## src/rtl/fcmp_share_arb.sv

```systemverilog
// fcmp_share_arb: round-robin arbiter time-sharing one FP compare datapath between two requesters.
// Optional per-requester grant and conflict counters when FCMP_SHARE_ARB_PERF_EN is defined.
module fcmp_share_arb #(
  parameter int TAG_W = 4,
  parameter logic [3:0] CTRL_FEQ = 4'b1010,
  parameter logic [3:0] CTRL_FLT = 4'b1011,
  parameter logic [3:0] CTRL_FLE = 4'b1100
) (
  input  logic             i_clk,
  input  logic             i_rst_n,
`ifdef FCMP_SHARE_ARB_PERF_EN
  output logic [31:0]      o_perf_grant0,
  output logic [31:0]      o_perf_grant1,
  output logic [31:0]      o_perf_conflict,
`endif
  input  logic [1:0]       i_req_valid,
  output logic [1:0]       o_req_ready,
  input  logic [31:0]      i_req0_a,
  input  logic [31:0]      i_req0_b,
  input  logic [31:0]      i_req1_a,
  input  logic [31:0]      i_req1_b,
  input  logic [1:0]       i_req0_op,
  input  logic [1:0]       i_req1_op,
  input  logic [TAG_W-1:0] i_req0_tag,
  input  logic [TAG_W-1:0] i_req1_tag,
  output logic [31:0]      o_cmp_a,
  output logic [31:0]      o_cmp_b,
  output logic [3:0]       o_cmp_ctrl,
  input  logic [31:0]      i_cmp_r,
  output logic [1:0]       o_rsp_valid,
  input  logic [1:0]       i_rsp_ready,
  output logic [31:0]      o_rsp0_r,
  output logic [31:0]      o_rsp1_r,
  output logic [TAG_W-1:0] o_rsp0_tag,
  output logic [TAG_W-1:0] o_rsp1_tag
);
  logic [31:0]      w_a [2];
  logic [31:0]      w_b [2];
  logic [1:0]       w_op [2];
  logic [TAG_W-1:0] w_tag [2];
  logic [1:0]       w_elig, w_grant, w_win_op;
  logic             w_any, w_win;
  logic [1:0]       r_rsp_valid;
  logic [31:0]      r_rsp_r [2];
  logic [TAG_W-1:0] r_rsp_tag [2];
  logic             r_pri;
  assign w_a   = '{i_req0_a, i_req1_a};
  assign w_b   = '{i_req0_b, i_req1_b};
  assign w_op  = '{i_req0_op, i_req1_op};
  assign w_tag = '{i_req0_tag, i_req1_tag};
  // A slot may accept when empty or being drained this cycle; grants are suppressed in reset.
  assign w_elig   = i_rst_n ? (i_req_valid & (~r_rsp_valid | i_rsp_ready)) : 2'b00;
  assign w_grant  = (&w_elig) ? (r_pri ? 2'b10 : 2'b01) : w_elig;
  assign w_any    = |w_grant;
  assign w_win    = w_grant[1];
  assign w_win_op = w_op[w_win];
  assign o_req_ready = w_grant;
  assign o_cmp_a     = w_any ? w_a[w_win] : 32'h0;
  assign o_cmp_b     = w_any ? w_b[w_win] : 32'h0;
  assign o_cmp_ctrl  = !w_any ? CTRL_FEQ : (w_win_op == 2'b01) ? CTRL_FLT :
                       (w_win_op == 2'b10) ? CTRL_FLE : CTRL_FEQ;
  assign o_rsp_valid = r_rsp_valid;
  assign o_rsp0_r    = r_rsp_r[0];
  assign o_rsp1_r    = r_rsp_r[1];
  assign o_rsp0_tag  = r_rsp_tag[0];
  assign o_rsp1_tag  = r_rsp_tag[1];
  always_ff @(posedge i_clk or negedge i_rst_n) begin
    if (!i_rst_n) r_pri <= 1'b0;
    else if (w_any) r_pri <= w_grant[0];
  end
  // Reserved op still takes the slot but returns zero instead of the comparator output.
  always_ff @(posedge i_clk or negedge i_rst_n) begin
    if (!i_rst_n) begin
      r_rsp_valid <= 2'b00;
      r_rsp_r     <= '{32'h0, 32'h0};
      r_rsp_tag   <= '{'0, '0};
    end else begin
      for (int i = 0; i < 2; i++) begin
        if (w_grant[i]) begin
          r_rsp_valid[i] <= 1'b1;
          r_rsp_r[i]     <= (w_op[i] == 2'b11) ? 32'h0 : i_cmp_r;
          r_rsp_tag[i]   <= w_tag[i];
        end else if (i_rsp_ready[i]) begin
          r_rsp_valid[i] <= 1'b0;
        end
      end
    end
  end
`ifdef FCMP_SHARE_ARB_PERF_EN
  logic [31:0] r_perf_grant0, r_perf_grant1, r_perf_conflict;
  assign o_perf_grant0   = r_perf_grant0;
  assign o_perf_grant1   = r_perf_grant1;
  assign o_perf_conflict = r_perf_conflict;
  always_ff @(posedge i_clk or negedge i_rst_n) begin
    if (!i_rst_n) begin
      r_perf_grant0   <= 32'h0;
      r_perf_grant1   <= 32'h0;
      r_perf_conflict <= 32'h0;
    end else begin
      r_perf_grant0   <= r_perf_grant0 + {31'h0, w_grant[0]};
      r_perf_grant1   <= r_perf_grant1 + {31'h0, w_grant[1]};
      r_perf_conflict <= r_perf_conflict + {31'h0, &w_elig};
    end
  end
`endif
endmodule

```

## config.mk

```make
export PLATFORM = sky130hd
export DESIGN_NAME = fcmp_share_arb
export DESIGN_NICKNAME = d
export VERILOG_FILES = /design/src/rtl/fcmp_share_arb.sv
export SDC_FILE = /design/constraint.sdc
export NUM_CORES = 1
export LEC_CHECK = 0
export CAP_MARGIN = 20
export CELL_PAD_IN_SITES_DETAIL_PLACEMENT = 0
export CELL_PAD_IN_SITES_GLOBAL_PLACEMENT = 1
export CORE_ASPECT_RATIO = 0.9
export CORE_MARGIN = 2
export CORE_UTILIZATION = 25
export DETAILED_ROUTE_END_ITERATION = 8
export HOLD_SLACK_MARGIN = 0.03
export PLACE_DENSITY = 0.9
export SYNTH_ARGS = -nofsm -noshare
export SYNTH_HDL_FRONTEND = slang
export SYNTH_SLANG_ARGS = --single-unit
```

## constraint.sdc

```tcl
create_clock -name i_clk -period 2.5 [get_ports i_clk]
set_clock_uncertainty 0.1 [all_clocks]
set_input_delay 0.5 -clock i_clk [delete_from_list [all_inputs] [get_ports i_clk]]
set_output_delay 0.5 -clock i_clk [all_outputs]
set_load 0.01 [all_outputs]
```

==> results of run 1 <==
final cells by class:
cell class,instances,area (um2)
fillers,1599,8310
clock inverters,6,96.3
diodes,1,2.50
inverters,66,248
clock buffers,10,239
multi-input cells,352,2420
flip-flops and latches,75,1880
repair buffers,368,3520
well taps,235,294
synthesized netlist by cell type (2+ instances only):
| master | count | area, um2 |
|---|---|---|
| nand2_1 | 197 | 739 |
| dfrtp_1 | 75 | 1880 |
| inv_1 | 66 | 248 |
| mux2i_1 | 64 | 641 |
| o22ai_1 | 64 | 400 |
| clkbuf_1 | 22 | 82.6 |
| buf_2 | 10 | 50.1 |
| mux2_2 | 8 | 90.1 |
| buf_4 | 6 | 45.0 |
| buf_6 | 6 | 67.6 |
| o21ai_0 | 3 | 15.0 |
| nand3b_1 | 2 | 15.0 |
report_power, final:
group | leakage, nW | total [mW] | internal (mW) | switching (mW)
Combinational | 3.06 | 2.46 | 1.40 | 1.07
Clock | 0.161 | 1.45 | 0.914 | 0.534
Sequential | 0.910 | 1.72 | 1.55 | 0.177
flip-flops by register name, summed over array words and instances (netlist names):
name	flops
o_rsp0_tag	4
o_rsp1_tag	4
o_rsp0_r	32
r_pri	1
o_rsp1_r	32
o_rsp_valid	2
repair_timing:
| action | in CTS | in global routing |
|---|---|---|
| gates resized for setup | 322 | 37 |
| hold endpoints to repair | 3 | 3 |
| pin swaps | 6 | 26 |
| cloned | 4 | 3 |
| setup buffers | 5 | 4 |
| setup endpoints to repair | 69 | 67 |
metrics by stage:
| stage | total power [mW] | setup TNS (ns) | setup slack, ns | hold slack (ns) | instance area (um2) |
|---|---|---|---|---|---|
| floorplan | 2.60 | 0 | 0.340 | 0.104 | 4390 |
| global placement | 4.01 | -49.56 | -0.772 | 0.250 | 8010 |
| detailed placement | 4.05 | -50.38 | -0.756 | 0.247 | 8010 |
| CTS | 5.58 | -3.18 | -0.0959 | -0.114 | 8380 |
| global route | 5.95 | -1.46 | -0.0769 | 0.176 | 8700 |
| finish | 5.64 | -0.0209 | -0.00996 | 0.157 | 8700 |
layer usage:
metal	routed length (um)	part of all wire (%)
met5	0	0
met4	393	2.2
met3	1170	6.4
met2	9190	50
met1	7510	41
cells by family (layout without fill, tap and decap cells):
group | Yosys count | after routing | synth area share (%)
AOI/OAI and AO/OA | 73 | 73 | 10.7
buffers and inverters | 110 | 450 | 11.2
DFF | 75 | 75 | 42.8
muxes | 72 | 72 | 16.6
other | 1 | 2 | 0.0854
and+or+nand+nor | 206 | 206 | 18.5
worst reg2reg max path, delay by kind of cell (launching register included):
kind / cells / cell delay, ns
compound gates: 1 / 0.18
buf+inv: 1 / 0.56
flops: 1 / 0.37
mux: 1 / 0.44
simple gates: 2 / 0.35
worst max-delay path by stage:
stage	start	endpoint	slack, ns	cells past startpoint
final	o_rsp_valid[0]	o_cmp_b[6]	-0.01	6
after global routing	o_rsp_valid[0]	o_cmp_ctrl[2]	-0.08	6
after CTS	o_rsp_valid[0]	o_cmp_a[22]	-0.1	6
after detailed placement	i_rsp_ready[1]	o_cmp_a[6]	-0.76	6
after global placement	i_rsp_ready[1]	o_cmp_a[6]	-0.77	6
after floorplan	i_rsp_ready[1]	o_cmp_a[13]	0.34	5
==> impl_results.md, run 1 <==
* CP required at 1.90 ns
* M1 GR Usage at 22.6%
* Die ar. at approximately 19000 um2
* DRT iter0 DRCs at ~140
* Global-route wire length before repair at 26500 um
* CTS Root Cell: clkbuf_16
* Final Core Density at 51.1%
* Die width at 144 um
* Tcrit/Tclk final at 100%
* Worst-Skew Late Latency at between 0.3 and 0.4 ns
* Routed length per placed instance at between 15 and 20 um
* CP top delay family: compound AO/OA/AOI/OAI gates
* Actual slew at the worst max-slew pin at 0.660 ns
* Largest net degree at the start of global routing at 43
* CTS tree: yes
* Area delta synth->final at 98.1%
* Num CTS Buffers at 9
* RR Endpoint: o_rsp0_tag[0]
* Initial antenna violation count at 1
* Commonest non-fill, non-tap cells in the layout: clkdlybuf4s50_1, nand2_1, dfrtp_1
* # IOs at 322
* Synth unique cells at 26
* Critical path cell sequence: nor2b_4 > a311o_2 > buf_8 > buf_16 > o22ai_2 > buf_2
* Tot GR Track Use at between 10% and 20%
* Power Density at approximately 650 nW/um2
* Dpl cells at 1080
* Worst setup SP type: flip-flop
* WP buf/inv at 3
* Vias in the first global route at a little under 5k
* Syn nets at 715
* Max cap viols at 0
* Final nets at around 1.1k
* Critical path's largest stage delay at roughly 0.42 ns
* CP Max Fanout at 5
* Synth Cell Area at 4390 um2
* IO Port Bufs at between 300 and 400
* M2 GR Usage at 31.7%
* Unrepaired setup endpoints after global routing: yes
* Bufs on Longest Clock Path at 2
* Vias at 5003
* Row count at 45
* Critical Path End Type: output pin
* Mean Syn Cell Area at 8.17 um2
* Post-route ant nets at 0
* Final std cells w/o fill at ~1.1k
* Yosys reg bits at 75
* HPWL Detailed at around 13000 um
* First-pass detailed-route iteration total at 5
* Status: finished with violations
* Vias/cell at between 4 and 5
* R2R Setup Slk at roughly 0.38 ns
* P_leak at ~4.1 nW
* Core area at 17000 um2
* Fin crit period at about 2.5 ns
* Register area share after synthesis at 42.8%
* Commonest non-fill, non-tap cell in the layout: clkdlybuf4s50_1
* CP max stage cell: a311o_2
* WP data arrival at 1.91 ns
* Reg2Reg Depth at 5
* Setup Viol. Count Final at 3
* Crit Path Category: flip-flop to output pin
* Global-route layer with the greatest usage: met2
* Synth Instances at 537
* Ys Warns at 0
* Top flip-flop cell by instance count after synthesis: dfrtp_1
* Post-synth EDFFs at 0
* Grt total ovfl at 0
* Max_slew headroom at 56.0%
* Worst vdd ir at 0.344 mV
* Worst Setup Slack, final at -0.00996 ns
* Die height at 130 um
* Layout cells sized above 1 at 22.1%
* Highest clock rate at 398 MHz
* Failing checks: negative setup slack
* Final GP Congestion at around 0.74
* Starting density of the core at 25.8%
* Detailed-route DRC error count at 0
* Max-slew violations at 0
* Synth async-reset ratio at 100%
* Met3 GRT Util at 4.62%
* Final hold violation count at 0
* Hold Crit Class: input pin to async pin
* Clock transition at path regs at ~0.060 ns
* CTS Sinks at 75
* H-tree depth at 3
* DRT Wirelength at 18300 um
* RR Startpoint: o_rsp_valid[0]
No activity file was read; power rests on OpenSTA's default activity.
==> run 2: changes to the inputs <==
--- a/config.mk
+++ b/config.mk
@@ -6,7 +6,7 @@
 export NUM_CORES = 1
 export LEC_CHECK = 0
 export CAP_MARGIN = 20
-export CELL_PAD_IN_SITES_DETAIL_PLACEMENT = 0
+export CELL_PAD_IN_SITES_DETAIL_PLACEMENT = 1
 export CELL_PAD_IN_SITES_GLOBAL_PLACEMENT = 1
 export CORE_ASPECT_RATIO = 0.9
 export CORE_MARGIN = 2
@@ -14,6 +14,7 @@
 export DETAILED_ROUTE_END_ITERATION = 8
 export HOLD_SLACK_MARGIN = 0.03
 export PLACE_DENSITY = 0.9
+export REMOVE_ABC_BUFFERS = 1
 export SYNTH_ARGS = -nofsm -noshare
 export SYNTH_HDL_FRONTEND = slang
 export SYNTH_SLANG_ARGS = --single-unit
==> run 2 against run 1 <==
- the flow still finishes with violations (negative setup slack)
- via count increased by 4.5%
- critical path depth increased by 1
- non-clock buffer count decreased by 6
- final cell count decreased by 0.72%
- worst setup slack got worse by 0.021 ns
- global-route usage increased by 4.0 points
- worst hold slack improved by 0.012 ns
- power decreased by 1.6%
- design area decreased by 1.3%
- sequential share of layout area increased by 0.27 points
- core utilization decreased by 0.64 points
- register-to-register slack got worse by 0.22 ns
- critical endpoint is now o_cmp_b[27]
==> impl_results.md, run 2 (synthesized netlist as in run 1, its figures left out) <==
* Status: finished with violations
* Failing checks: negative setup slack
* Grt total ovfl at 0 (unchanged)
* Worst Setup Slack, final at -0.0306 ns (-0.0206 ns)
* Routed length per placed instance at 20.4 um (+24%)
* DRT Wirelength at 22500 um (+23%)
* CTS Sinks at 75 (unchanged)
* WP buf/inv at 5 (+2)
* M2 GR Usage at 40.7% (+9.0 points)
* Tot GR Track Use at 22.4% (+4.0 points)
* CP required at 1.90 ns (about the same)
* Die ar. at 18600 um2 (unchanged)
* # IOs at 322 (unchanged)
* Max_slew headroom at 55.0% (-0.95 points)
* Fin crit period at 2.53 ns (+0.0206 ns)
* Max cap viols at 0 (unchanged)
* Critical Path End Type: output pin
* Worst vdd ir at 0.365 mV (+6.1%)
* CP max stage cell: a311o_2
* Unrepaired setup endpoints after global routing: yes
* Actual slew at the worst max-slew pin at 0.674 ns (+0.0143 ns)
* Vias/cell at 4.73 (+5.3%)
* Final Core Density at 50.5% (-0.64 points)
* Hold Crit Class: input pin to async pin
* Clock transition at path regs at 0.06 ns (about the same)
* P_leak at 4.09 nW (-1.0%)
* Met3 GRT Util at 4.81% (+0.18 points)
* Commonest non-fill, non-tap cell in the layout: clkdlybuf4s50_1
* CTS tree: yes
* Final std cells w/o fill at 1105 (-0.72%)
* Max-slew violations at 0 (unchanged)
* Tcrit/Tclk final at 101% (+0.82 points)
* M1 GR Usage at 25.8% (+3.2 points)
* Critical path's largest stage delay at 0.43 ns (about the same)
* WP data arrival at 1.93 ns (+0.02 ns)
* Power Density at 646 nW/um2 (-0.36%)
* Commonest non-fill, non-tap cells in the layout: clkdlybuf4s50_1, nand2_1, dfrtp_1
* Num CTS Buffers at 9 (unchanged)
* Worst slack, placed at -0.698 ns (+0.0580 ns)
* Setup Viol. Count Final at 15 (+12)
* DRT iter0 DRCs at 138 (-0.72%)
* Dpl cells at 1078 (-0.19%)
* H-tree depth at 3 (unchanged)
* Antenna fix cells at 0 (-1)
* Global-route layer with the greatest usage: met2
* Worst-Skew Late Latency at 0.32 ns (about the same)
* Vias in the first global route at 5619 (+14%)
* Detailed-route DRC error count at 0 (unchanged)
* HPWL Detailed at 15800 um (+20%)
* Worst setup SP type: input pin
* Final nets at 1044 (-0.57%)
* Largest net degree at the start of global routing at 52 (+21%)
* Crit Path Category: input pin to output pin
* Final hold violation count at 0 (unchanged)
* Starting density of the core at 25.8% (unchanged)
* CP Max Fanout at 8 (+3)
* Die width at 144 um (unchanged)
* IO Port Bufs at 320 (unchanged)
* Final GP Congestion at 0.825 (+11%)
* Highest clock rate at 395 MHz (-0.81%)
* CP top delay family: buffers and inverters
* Core area at 17000 um2 (unchanged)
* First-pass detailed-route iteration total at 4 (-1)
* Global-route wire length before repair at 31700 um (+20%)
* Post-route ant nets at 0 (unchanged)
* Post-cts hold buffer count at 0
* CTS Root Cell: clkbuf_16
* Row count at 45 (unchanged)
* Bufs on Longest Clock Path at 2 (unchanged)
* Critical path cell sequence: dlygate4sd2_1 > inv_2 > a311o_2 > buf_12 > clkbuf_16 > o22ai_2 > buf_2
* Layout cells sized above 1 at 21.5% (-0.63 points)
* Initial antenna violation count at 0 (-1)
* Die height at 130 um (unchanged)
* Vias at 5229 (+4.5%)
* Area delta synth->final at 95.7%
==> run 2: cell types whose count changed in the layout (fill, tap and decap cells not counted), sizes merged <==
cell,previous run,this run
dlygate4sd2,4,5
clkinv,1,2
clkdlybuf4s15,1,0
dlygate4sd3,1,0
diode,1,0
buf,111,107
bufinv,2,1
inv,68,66
==> run 2: report_power, final <==
part           internal (mW)  total, mW  switching [mW]
sequential              1.55       1.75           0.201
combinational           1.37       2.50            1.14
clock                  0.795       1.29           0.498
==> run 2: final cells by class <==
cell class | instances | area [um2]
clock buffer | 11 | 243
clock inverter | 4 | 51.3
fill | 1977 | 8420
inverter | 66 | 248
multi-input combinational | 352 | 2400
sequential | 75 | 1880
tap | 235 | 294
timing repair buffer | 362 | 3470
==> run 2: worst paths after layout <==
check	start	end	slack (ns)	cells past startpoint
max in group asynchronous	i_rst_n	o_rsp0_tag[1]	1.44	2
max	i_req_valid[0]	o_cmp_b[27]	-0.03	7
min reg2reg	o_rsp1_tag[1]	o_rsp1_tag[1]	0.41	1
min	i_rst_n	o_rsp0_r[26]	0.17	2
min in group i_clk	o_rsp1_tag[1]	o_rsp1_tag[1]	0.41	1
max reg2reg	o_rsp_valid[0]	o_rsp0_r[28]	0.16	7
==> run 2: metal layers <==
layer / wire, um / vias to the layer above
li1: - / 2396
met3: 1150 / 46
met5: 0 / -
met4: 775 / 0
met1: 9010 / 2596
met2: 11600 / 191
==> run 2: what timing repair did <==
item,4_1_cts,5_1_grt
buffers inserted,5,0
setup endpoints to repair,74,64
pin swaps,5,34
cloned,4,4
resized for setup,312,35
==> run 2: per-stage QoR <==
stage                     hold slack [ns]  instance area [um2]  power (mW)  setup TNS, ns
after floorplan                     0.104                 4140        2.55        -231.63
after global placement              0.388                 8020        4.00         -49.43
after detailed placement            0.399                 8020        4.11         -53.65
after CTS                           0.171                 8320        5.49          -2.16
after global routing                0.179                 8590        5.84          -1.18
final                               0.169                 8590        5.54         -0.239
==> run 3: changes to the inputs <==
==> constraint.sdc (replaced) <==
create_clock -name i_clk -period 2.5 [get_ports i_clk]
set_clock_uncertainty 0.1 [all_clocks]
set_input_delay 0.75 -clock i_clk [delete_from_list [all_inputs] [get_ports i_clk]]
set_output_delay 0.75 -clock i_clk [all_outputs]
set_load 0.01 [all_outputs]
==> run 3 against run 2 <==
- the flow still finishes with violations (negative setup slack)
- register-to-register slack better by 0.04 ns
- largest cell class unchanged
- die area unchanged
- non-clock buffer count up 6
- via count down 0.36%
- worst hold slack better by 0.15 ns
- power up 6.6%
==> impl_results.md, run 3 (synthesized netlist as in run 1, its figures left out) <==
* DRT Wirelength at 22400 um (-0.41%)
* Status: finished with violations
* Failing checks: negative setup slack
* CP Max Fanout at 15 (+7)
* RR Startpoint: o_rsp_valid[0]
* Starting density of the core at 25.8% (unchanged)
* Max-slew violations at 0 (unchanged)
* Routed length per placed instance at 20.2 um (-0.95%)
* IO Port Bufs at 320 (unchanged)
* Final GP Congestion at 0.829 (+0.48%)
* Tcrit/Tclk final at 120% (+18 points)
* Hold Crit Class: input pin to async pin
* Area delta synth->final at 102%
* Clock transition at path regs at 0.06 ns (about the same)
* Max_slew headroom at 53.2% (-1.8 points)
* Vias in the first global route at 5524 (-1.7%)
* Pwr Total at 5.91 mW (+6.6%)
* Highest clock rate at 335 MHz (-15%)
* Worst Setup EP: o_cmp_b[7]
* First-pass detailed-route iteration total at 4 (unchanged)
* Bufs on Longest Clock Path at 2 (unchanged)
* Vias/cell at 4.69 (-0.90%)
* R2R Setup Slk at 0.20 ns (+0.04 ns)
* Grt total ovfl at 0 (unchanged)
* Worst-Skew Late Latency at 0.32 ns (about the same)
* Num CTS Buffers at 9 (unchanged)
* Power Density at 668 nW/um2 (+3.5%)
* Tot GR Track Use at 22.0% (-0.37 points)
* RR Endpoint: o_rsp0_tag[0]
* Beginning of the critical path: i_rsp_ready[1]
* Row count at 45 (unchanged)
* Setup Viol. Count Final at 67 (+52)
* Setup TNS at -28.40 ns (-28.16 ns)
* HPWL Detailed at 15400 um (-2.0%)
* Antenna fix cells at 0 (unchanged)
* CTS tree: yes
* Post-route ant nets at 0 (unchanged)
* Reg2Reg Depth at 6 (-1)
* Unrepaired setup endpoints after global routing: yes
* DRT iter0 DRCs at 145 (+5.1%)
* Global-route wire length before repair at 31300 um (-1.3%)
* Core area at 17000 um2 (unchanged)
* CTS Sinks at 75 (unchanged)
* CP required at 1.65 ns (-0.25 ns)
* Commonest non-fill, non-tap cell in the layout: clkdlybuf4s50_1
* Fin crit period at 2.99 ns (+0.457 ns)
* Critical path cell sequence: buf_6 > nand2b_4 > a311o_2 > buf_4 > clkbuf_16 > o22ai_1 > buf_2
* Max cap viols at 0 (unchanged)
* Worst vdd ir at 0.360 mV (-1.4%)
* CTS Root Cell: clkbuf_16
* Final nets at 1050 (+0.57%)
* Critical Path End Type: output pin
* Placed cell area at 8020 um2 (about the same)
* Levels on crit path at 7 (unchanged)
* # IOs at 322 (unchanged)
* CP top delay family: compound AO/OA/AOI/OAI gates
* Final Core Density at 52.0% (+1.5 points)
* Actual slew at the worst max-slew pin at 0.702 ns (+0.0273 ns)
* Final instance area at 8850 um2 (+3.0%)
* Commonest non-fill, non-tap cells in the layout: clkdlybuf4s50_1, nand2_1, dfrtp_1
* Initial antenna violation count at 0 (unchanged)
* Die width at 144 um (unchanged)
* Crit Path Category: input pin to output pin
* Vias at 5210 (-0.36%)
* CP max stage cell: a311o_2
* Die ar. at 18600 um2 (unchanged)
* WP buf/inv at 4 (-1)
* Final hold violation count at 0 (unchanged)
* H-tree depth at 3 (unchanged)
* Die height at 130 um (unchanged)
* Dpl cells at 1080 (+0.19%)
* Critical path's largest stage delay at 0.46 ns (+0.03 ns)
* Worst setup SP type: input pin
* Worst Setup Slack, final at -0.488 ns (-0.457 ns)
* P_leak at 4.17 nW (+2.0%)
* WP data arrival at 2.14 ns (+0.21 ns)
* Final std cells w/o fill at 1111 (+0.54%)
* Largest net degree at the start of global routing at 54 (+3.8%)
* Layout cells sized above 1 at 23.4% (+1.9 points)
* Detailed-route DRC error count at 0 (unchanged)
## run 3: worst min-delay path by stage
stage,end,slack (ns)
2_1_floorplan,o_rsp0_r[0],0.35
3_3_place_gp,o_rsp1_tag[3],0.39
3_5_place_dp,o_rsp1_tag[0],0.40
4_1_cts,o_rsp1_tag[1],0.31
5_1_grt,o_rsp1_tag[1],0.32
6_report,r_pri,0.32
## run 3: repair_timing
| action | in CTS | in global routing |
|---|---|---|
| pin swaps | 34 | 8 |
| setup buffers | 4 | 5 |
| endpoints found under the setup margin | 118 | 68 |
| resized for setup | 343 | 44 |
| hold endpoints to repair | 0 | 0 |
| hold buffers | 0 | 0 |
| cloned | 5 | 3 |
## run 3: through the flow
stage,hold slack [ns],worst slack [ns]
3_5_place_dp,0.396,-1.20
5_1_grt,0.315,-0.518
4_1_cts,0.310,-0.458
3_3_place_gp,0.385,-1.20
6_report,0.321,-0.488
2_1_floorplan,0.354,-3.42
## run 3: layout make-up
type	instances	area [um2]
well taps	235	294
fillers	1959	8160
inverters	66	248
clock buffers	9	225
multi-input cells	352	2490
repair buffers	368	3570
clock inverters	6	138
flip-flops and latches	75	1880
## run 3: power by group
group	total (mW)	internal, mW	switching [mW]
registers	1.75	1.55	0.200
clock network	1.59	1.08	0.510
logic	2.58	1.42	1.16
total	5.91	4.04	1.87
## run 3: layer usage
metal | routed length, um | GRT usage, % | share of wire (%) | vias up
li1 | - | - | - | 2409
met1 | 8970 | 26.5 | 40 | 2565
met2 | 11600 | 40.5 | 52 | 198
met3 | 1350 | 4.48 | 6.0 | 38
met4 | 459 | 4.90 | 2.0 | 0
met5 | 0 | 0 | 0 | -
